$ cat config.mk
export PLATFORM = sky130hd
export DESIGN_NAME = dat_fill_ctrl
export DESIGN_NICKNAME = d
export VERILOG_FILES = /design/src/rtl/dat_fill_ctrl.sv
export SDC_FILE = /design/constraint.sdc
export NUM_CORES = 1
export LEC_CHECK = 0
export CORE_ASPECT_RATIO = 0.75
export CORE_MARGIN = 3
export CORE_UTILIZATION = 35
export DETAILED_ROUTE_END_ITERATION = 6
export PLACE_DENSITY = 0.51
export SLEW_MARGIN = 30
export SYNTH_ARGS = -nofsm -noshare
export SYNTH_HDL_FRONTEND = slang
export SYNTH_SLANG_ARGS = --single-unit
$ cat constraint.sdc
create_clock -name e -period 6 [get_ports e]
set_clock_uncertainty 0.15 [all_clocks]
set_input_delay 1.5 -clock e [delete_from_list [all_inputs] [get_ports e]]
set_output_delay 1.5 -clock e [all_outputs]
set_load 0.02 [all_outputs]
$ cat src/rtl/dat_fill_ctrl.sv
// dat_fill_ctrl -- DAT region fill engine with CPU-programmable registers.
//
// The CPU loads start address, entry count and fill value, then writes
// ctrl.start. The engine then writes one DAT low-byte entry per cycle in
// which the CPU is not using the DAT port. The value is either constant or
// incrementing. ctrl.abort stops the fill early with no done pulse.
//
// Optional feature (macro DAT_FILL_VERIFY_EN): after the last write the
// engine rereads the same range. It compares each byte against the expected
// value and sets a sticky err flag on any mismatch.
//
// Ports:
//   e            clock, rising edge
//   _reset       async active-low reset
//   reg_we       CPU register write strobe
//   reg_sel      register select (0 start_lo,1 start_hi,2 count,3 ctrl/status,4 value)
//   reg_wdata    register write data
//   reg_rdata    combinational readback of selected register
//   cpu_dat_req  CPU owns the DAT port this cycle (priority)
//   dat_owner    engine drives the DAT port
//   address_dat  DAT entry address
//   data_dat_out fill data for the DAT low byte
//   data_dat_in  DAT low-byte read data (async SRAM)
//   we_dat_l     low-byte write enable, active high
//   done         one-cycle pulse on normal completion
module dat_fill_ctrl (
   input  logic        e,
   input  logic        _reset,
   input  logic        reg_we,
   input  logic [2:0]  reg_sel,
   input  logic [7:0]  reg_wdata,
   output logic [7:0]  reg_rdata,
   input  logic        cpu_dat_req,
   output logic        dat_owner,
   output logic [14:0] address_dat,
   output logic [7:0]  data_dat_out,
   input  logic [7:0]  data_dat_in,
   output logic        we_dat_l,
   output logic        done
);

`ifdef DAT_FILL_VERIFY_EN
   typedef enum logic [1:0] {IDLE = 2'd0, FILL = 2'd1, VERIFY = 2'd2} state_t;
`else
   typedef enum logic [1:0] {IDLE = 2'd0, FILL = 2'd1} state_t;
`endif

   state_t      state;
   logic [14:0] start_r;
   logic [7:0]  count_r;
   logic [7:0]  value_r;
   logic        inc_r;
   logic [14:0] cur_addr;
   logic [8:0]  remaining;   // 9 bits so a count of 0 can mean 256
   logic [7:0]  cur_val;
   logic        done_flag;
   logic        err;
   logic        verifying;

   logic       busy, step, last, ctrl_wr, start_cmd, abort_cmd;
   logic [8:0] load_rem;

   assign busy      = (state != IDLE);
   assign step      = busy && !cpu_dat_req;
   assign last      = (remaining == 9'd1);
   assign ctrl_wr   = reg_we && (reg_sel == 3'd3);
   assign abort_cmd = ctrl_wr && reg_wdata[2];
   // Abort takes precedence over a start carried in the same write.
   assign start_cmd = ctrl_wr && reg_wdata[0] && !reg_wdata[2];
   assign load_rem  = (count_r == 8'd0) ? 9'd256 : {1'b0, count_r};

`ifdef DAT_FILL_VERIFY_EN
   assign verifying = (state == VERIFY);
`else
   assign verifying = 1'b0;
   logic unused_rd;
   assign unused_rd = ^data_dat_in;
`endif

   always_ff @(posedge e or negedge _reset) begin
      if (!_reset) begin
         state     <= IDLE;
         start_r   <= '0;
         count_r   <= '0;
         value_r   <= '0;
         inc_r     <= 1'b0;
         cur_addr  <= '0;
         remaining <= '0;
         cur_val   <= '0;
         done_flag <= 1'b0;
         err       <= 1'b0;
         done      <= 1'b0;
      end else begin
         done <= 1'b0;
         case (state)
            IDLE: begin
               if (reg_we) begin
                  case (reg_sel)
                     3'd0:    start_r[7:0]  <= reg_wdata;
                     3'd1:    start_r[14:8] <= reg_wdata[6:0];
                     3'd2:    count_r       <= reg_wdata;
                     3'd4:    value_r       <= reg_wdata;
                     default: ;
                  endcase
               end
               if (start_cmd) begin
                  state     <= FILL;
                  inc_r     <= reg_wdata[1];
                  done_flag <= 1'b0;
                  err       <= 1'b0;
                  cur_addr  <= start_r;
                  remaining <= load_rem;
                  cur_val   <= value_r;
               end
            end
            FILL: begin
               // The write presented this cycle always lands, even when
               // an abort arrives in the same cycle.
               if (step) begin
                  cur_addr  <= cur_addr + 15'd1;
                  remaining <= remaining - 9'd1;
                  if (inc_r) cur_val <= cur_val + 8'd1;
                  if (last && !abort_cmd) begin
`ifdef DAT_FILL_VERIFY_EN
                     state     <= VERIFY;
                     cur_addr  <= start_r;
                     remaining <= load_rem;
                     cur_val   <= value_r;
`else
                     state     <= IDLE;
                     done      <= 1'b1;
                     done_flag <= 1'b1;
`endif
                  end
               end
               if (abort_cmd) state <= IDLE;
            end
`ifdef DAT_FILL_VERIFY_EN
            VERIFY: begin
               if (step) begin
                  if (data_dat_in != cur_val) err <= 1'b1;
                  cur_addr  <= cur_addr + 15'd1;
                  remaining <= remaining - 9'd1;
                  if (inc_r) cur_val <= cur_val + 8'd1;
                  if (last && !abort_cmd) begin
                     state     <= IDLE;
                     done      <= 1'b1;
                     done_flag <= 1'b1;
                  end
               end
               if (abort_cmd) state <= IDLE;
            end
`endif
            default: state <= IDLE;
         endcase
      end
   end

   assign we_dat_l     = (state == FILL) && !cpu_dat_req;
   assign dat_owner    = step;
   assign address_dat  = step ? cur_addr : 15'd0;
   assign data_dat_out = step ? cur_val : 8'd0;

   always_comb begin
      reg_rdata = 8'h00;
      case (reg_sel)
         3'd0:    reg_rdata = cur_addr[7:0];
         3'd1:    reg_rdata = {1'b0, cur_addr[14:8]};
         3'd2:    reg_rdata = remaining[7:0];
         3'd3:    reg_rdata = {busy, err, verifying, 4'b0000, done_flag};
         3'd4:    reg_rdata = cur_val;
         default: reg_rdata = 8'h00;
      endcase
   end

endmodule

Yosys cells after proc, flatten, opt, wreduce, memory -nomap -nowiden
Cells that the tools add are included.
W data, S select, Z words.
- word-level logic and storage cells: 76
- input bits: 23
- register bits: 68
- reductions and logical operators: 24
- eq/ne operators: 12
- muxes and demuxes: 26
- add/sub/neg operators: 3
- operators with widths (kind ; count):
    $mux W15 ; 3
    $pmux W8 S5 ; 1
    $mux W8 ; 4
    $pmux W15 S2 ; 1
    $mux W9 ; 3
    $pmux W9 S2 ; 1
    $reduce_and A3 Y1 ; 6
    $pmux W8 S2 ; 1
    $add A15 B1 Y15 const B ; 1
    $eq A9 B1 Y1 const B ; 1
    $sub A9 B1 Y9 const B ; 1
    $add A8 B1 Y8 const B ; 1
    $logic_not A8 Y1 ; 1
    $mux W2 ; 4
    $ne A2 B2 Y1 const B ; 4
    $reduce_and A4 Y1 ; 2
    $logic_and A1 B1 Y1 ; 7
    $eq A3 B2 Y1 const B ; 2
    $mux W1 ; 6
    $ne A3 B3 Y1 const B ; 2
    $pmux W2 S2 ; 1
    $reduce_bool A2 Y1 ; 2
    $eq A3 B1 Y1 const B ; 1
    $eq A3 B3 Y1 const B ; 1
    6 further kinds ; 8

Longest topological paths before layout
Gate-level depths: netlist (run 1).
- word-level depth: 9
- gate-level depth with buffers: 7
- depth with buffers taken out: 6

Worst setup path after synthesis (run 1)
Ideal clock, no wire load.
- path kind: input port to output port
- start point: input port cpu_dat_req
- end point: output port address_dat[10]
- path slack: 1675 ps
- arrival time: 2675 ps
- cell stages on the path: 5
- path buffers: 3
- required time: 4350 ps
- cells stage by stage: buf_2 > nor2b_1 > clkbuf_1 > clkbuf_1 > and2_1
- longest elaborated chain between the ends: 3
- RTL lines (what ; RTL line ; RTL):
    from (decl) ; 33 ; input logic cpu_dat_req,
    $logic_not A1 Y1 ; 64 ; assign step = busy && !cpu_dat_req;
    $logic_and A1 B1 Y1 ; 64 ;
    net dat_owner ; 34 ; output logic dat_owner,
    $mux W15 ; 161 ; assign address_dat = step ? cur_addr : 15'd0;
    to (decl) ; 35 ; output logic [14:0] address_dat,
The timed path passes the listed nets, and every way through them passes these cells.

Final worst setup path (run 1)
- start point: input port reg_sel[2]
- end point: output port reg_rdata[3]
- longest elaborated chain between the ends: 2
- elaborated cells on any way between the ends: 6
- RTL lines (what ; RTL line ; RTL):
    from (decl) ; 30 ; input logic [2:0] reg_sel,
    $eq A3 B3 Y1, or another cell as far along ; 166 ; case (reg_sel)
    $pmux W8 S5 * ; 166 ;
    to (decl) ; 32 ; output logic [7:0] reg_rdata,
Mark *: on every way between the ends. The rest lies on a longest branch, timed or not.

==> results of run 1 <==
-- layout make-up --
class                           instances  area [um2]
Fill cell                             994        5760
Multi-Input combinational cell        303        2090
Sequential cell                        67        1680
Timing Repair Buffer                   57         559
Clock buffer                           11         243
Tap cell                              136         170
Clock inverter                          5        85.1
Inverter                                7        26.3
-- logic make-up after synthesis --
logic type               share of synthesized area (%)
AND/OR/NAND/NOR                                   21.1
flip-flops                                        42.7
AO/OA/AOI/OAI                                     16.4
adder cells (fa/ha/maj)                           1.27
buffers and inverters                             4.30
multiplexers                                      14.2
-- power by group --
group / internal, mW / total, mW / switching (mW)
sequential: 0.601 / 0.847 / 0.246
clock: 0.378 / 0.587 / 0.209
combinational: 0.309 / 0.656 / 0.347
-- path summary, 6_finish.rpt --
kind                                   startpoint                  endpoint  slack [ns]  cells past startpoint
min                        start_r[1]$_DFFE_PN0P_    start_r[1]$_DFFE_PN0P_        0.35                      1
max                                    reg_sel[2]              reg_rdata[3]        0.60                      7
min reg2reg                start_r[1]$_DFFE_PN0P_    start_r[1]$_DFFE_PN0P_        0.35                      1
max in group asynchronous                  _reset    value_r[1]$_DFFE_PN0P_        4.13                      2
min in group asynchronous                  _reset  remaining[3]$_DFFE_PN0P_        1.12                      2
max reg2reg                  state[0]$_DFFE_PN0P_  cur_addr[12]$_DFFE_PN0P_        3.59                      5
-- state kept, by name, summed over array words and instances (netlist names) --
signal     count
inc_r          1
value_r        8
remaining      9
cur_val        8
start_r       15
state          1
done           1
count_r        8
cur_addr      15
done_flag      1
-- worst max-delay path, delay by kind of cell --
| family | cells | cell delay, ns |
|---|---|---|
| multiplexers | 1 | 0.23 |
| AO/OA/AOI/OAI | 2 | 0.32 |
| AND/OR/NAND/NOR | 1 | 0.08 |
| buffers and inverters | 3 | 1.61 |
-- metrics by stage --
step	cells	power [mW]	instance area (um2)	setup WS, ns
4_1_cts	586	2.09	4840	0.614
3_3_place_gp	570	1.49	4520	0.659
3_5_place_dp	570	1.50	4520	0.617
6_report	586	2.09	4850	0.604
2_1_floorplan	404	1.23	3930	1.68
5_1_grt	586	2.22	4850	0.474
-- metal layers --
metal	GRT usage, %	vias to the layer above	wire length, um
met2	26.6	147	5050
li1	-	1573	-
met4	5.30	0	163
met5	0	-	0
met1	32.2	1669	6240
met3	4.37	18	864
-- placed cells by master (no fill, tap or decap), drive strengths merged, types with 2 or more instances in the layout --
master,Yosys,layout
dfrtp,67,67
clkdlybuf4s50,0,47
mux2,36,36
a21oi,35,35
nand2,30,30
nor2,27,27
o21ai,26,26
and2,21,21
nand3,17,17
mux2i,15,15
nor3,13,13
clkbuf,8,11
o22ai,10,10
buf,19,10
nor4,9,9
inv,7,8
and3,6,6
a211oi,4,4
a311oi,4,4
nand2b,4,4
ha,4,4
o221a,4,4
o32ai,3,3
nand3b,3,3
and4,3,3
a2bb2oi,3,3
nor2b,3,3
nand4,3,3
nor3b,3,3
a22oi,2,2
nor4b,2,2
a31oi,2,2
bufinv,0,2
==> flow_summary.json, run 1 <==
{
  "final_util_pct": 45.7,
  "start_kind": "primary input",
  "final-hold-violation-count": 0,
  "path_cells": "clkdlybuf4s50_1 > buf_4 > mux2i_1 > nor2_1 > a21oi_1 > o21ai_0 > clkdlybuf4s50_1",
  "grt_pass1_wl_um": 19000,
  "post-route-period-util_pct": 89.9,
  "crit_slowest_cell": "clkdlybuf4s50_1",
  "cts_setup_buffers": 0,
  "hold_slack_ns": 0.354,
  "syn_inst": 404,
  "gp_congestion": 0.888,
  "core-area_um2": 10600,
  "netlist_top_cells_area": "dfrtp_1, mux2_2, a21oi_1, mux2i_1, and2_1",
  "cts-root-buf": "clkbuf_16",
  "drv_slew": 0,
  "first_pass_iters": 5,
  "setup_tns_ns": 0,
  "cts_buffers": 9,
  "rows": 32,
  "grt_pass1_vias": 3098,
  "vias": 3407,
  "ys_types": 60,
  "drt-initial-drc-count": 360,
  "slew-limit-headroom_pct": 48.4,
  "diodes": 0,
  "cp_data_required_time_ns": 4.35,
  "antenna_found_initial": 0,
  "cts_resized": 0,
  "max_stage_delay_ns": 0.78,
  "cts-hold-fix-buffers": 0,
  "clock_path_buffers": 2,
  "viasPerCell": 5.81,
  "async_reset_ff_share_pct": 100,
  "grt_usage_pct": 20.0,
  "clkTransAtPathRegs_ns": 0.06,
  "vdd_drop_max_uv": 164,
  "initial_utilization_pct": 37.0,
  "synth_area_um2": 3930,
  "hold_path_class": "register to register",
  "hpwl_um": 8730,
  "area_growth_pct": 23.4,
  "clock_sinks": 67,
  "dieHeight_um": 97.8,
  "dieArea_um2": 12500,
  "synth_edf_count": 0,
  "fmax_mhz": 185,
  "cap_viol_max_count": 0,
  "yosysSeqAreaShare_pct": 42.7,
  "synth_top_flop_cell": "dfrtp_1",
  "worstPathArrival_ns": 3.75,
  "ioPinCount": 57,
  "h-tree-depth": 3,
  "drt_drc_violations_left": 0,
  "yosysWarnings": 0,
  "synth_top_cell_by_area": "dfrtp_1",
  "p_per_area_nw_per_um2": 431,
  "routed_wl_um": 12300,
  "synth_seq_cells": 67,
  "crit_type": "primary input to output port",
  "routedWlPerCell_um": 21.0,
  "die_w_um": 128,
  "drive_gt1_share_pct": 16.2,
  "postRouteAntennaNets": 0,
  "path_max_fanout": 10,
  "end_kind": "output port",
  "leakage_nw": 1.96,
  "worst_pin_slew_ns": 0.775,
  "rsz0062_at_grt": "no",
  "nets": 472,
  "syn-mean-instance-area_um2": 9.73,
  "outcome": "complete, no violations",
  "synth_common_cells": "dfrtp_1, a21oi_1, mux2_2, nand2_1, nor2_1",
  "final-setup-viol-count": 0,
  "synth.most_common_cell": "dfrtp_1",
  "cpMostUsedCell": "clkdlybuf4s50_1",
  "syn-num-nets": 431,
  "fin_crit_ns": 5.40,
  "overflow": 0,
  "portBuffers": 48,
  "synth.top_cell.area_share_pct": 42.7,
  "clock_latency_ns": 0.34,
  "cts_tree": "yes",
  "grt_max_degree": 68
}
Note: power is estimated with default switching activity, not from simulation.
==> run 2, diff against run 1 <==
- CTS_CLUSTER_SIZE: default -> 14
==> results of run 2 <==
Final layout, timing and power as in run 1 (identical DEF).
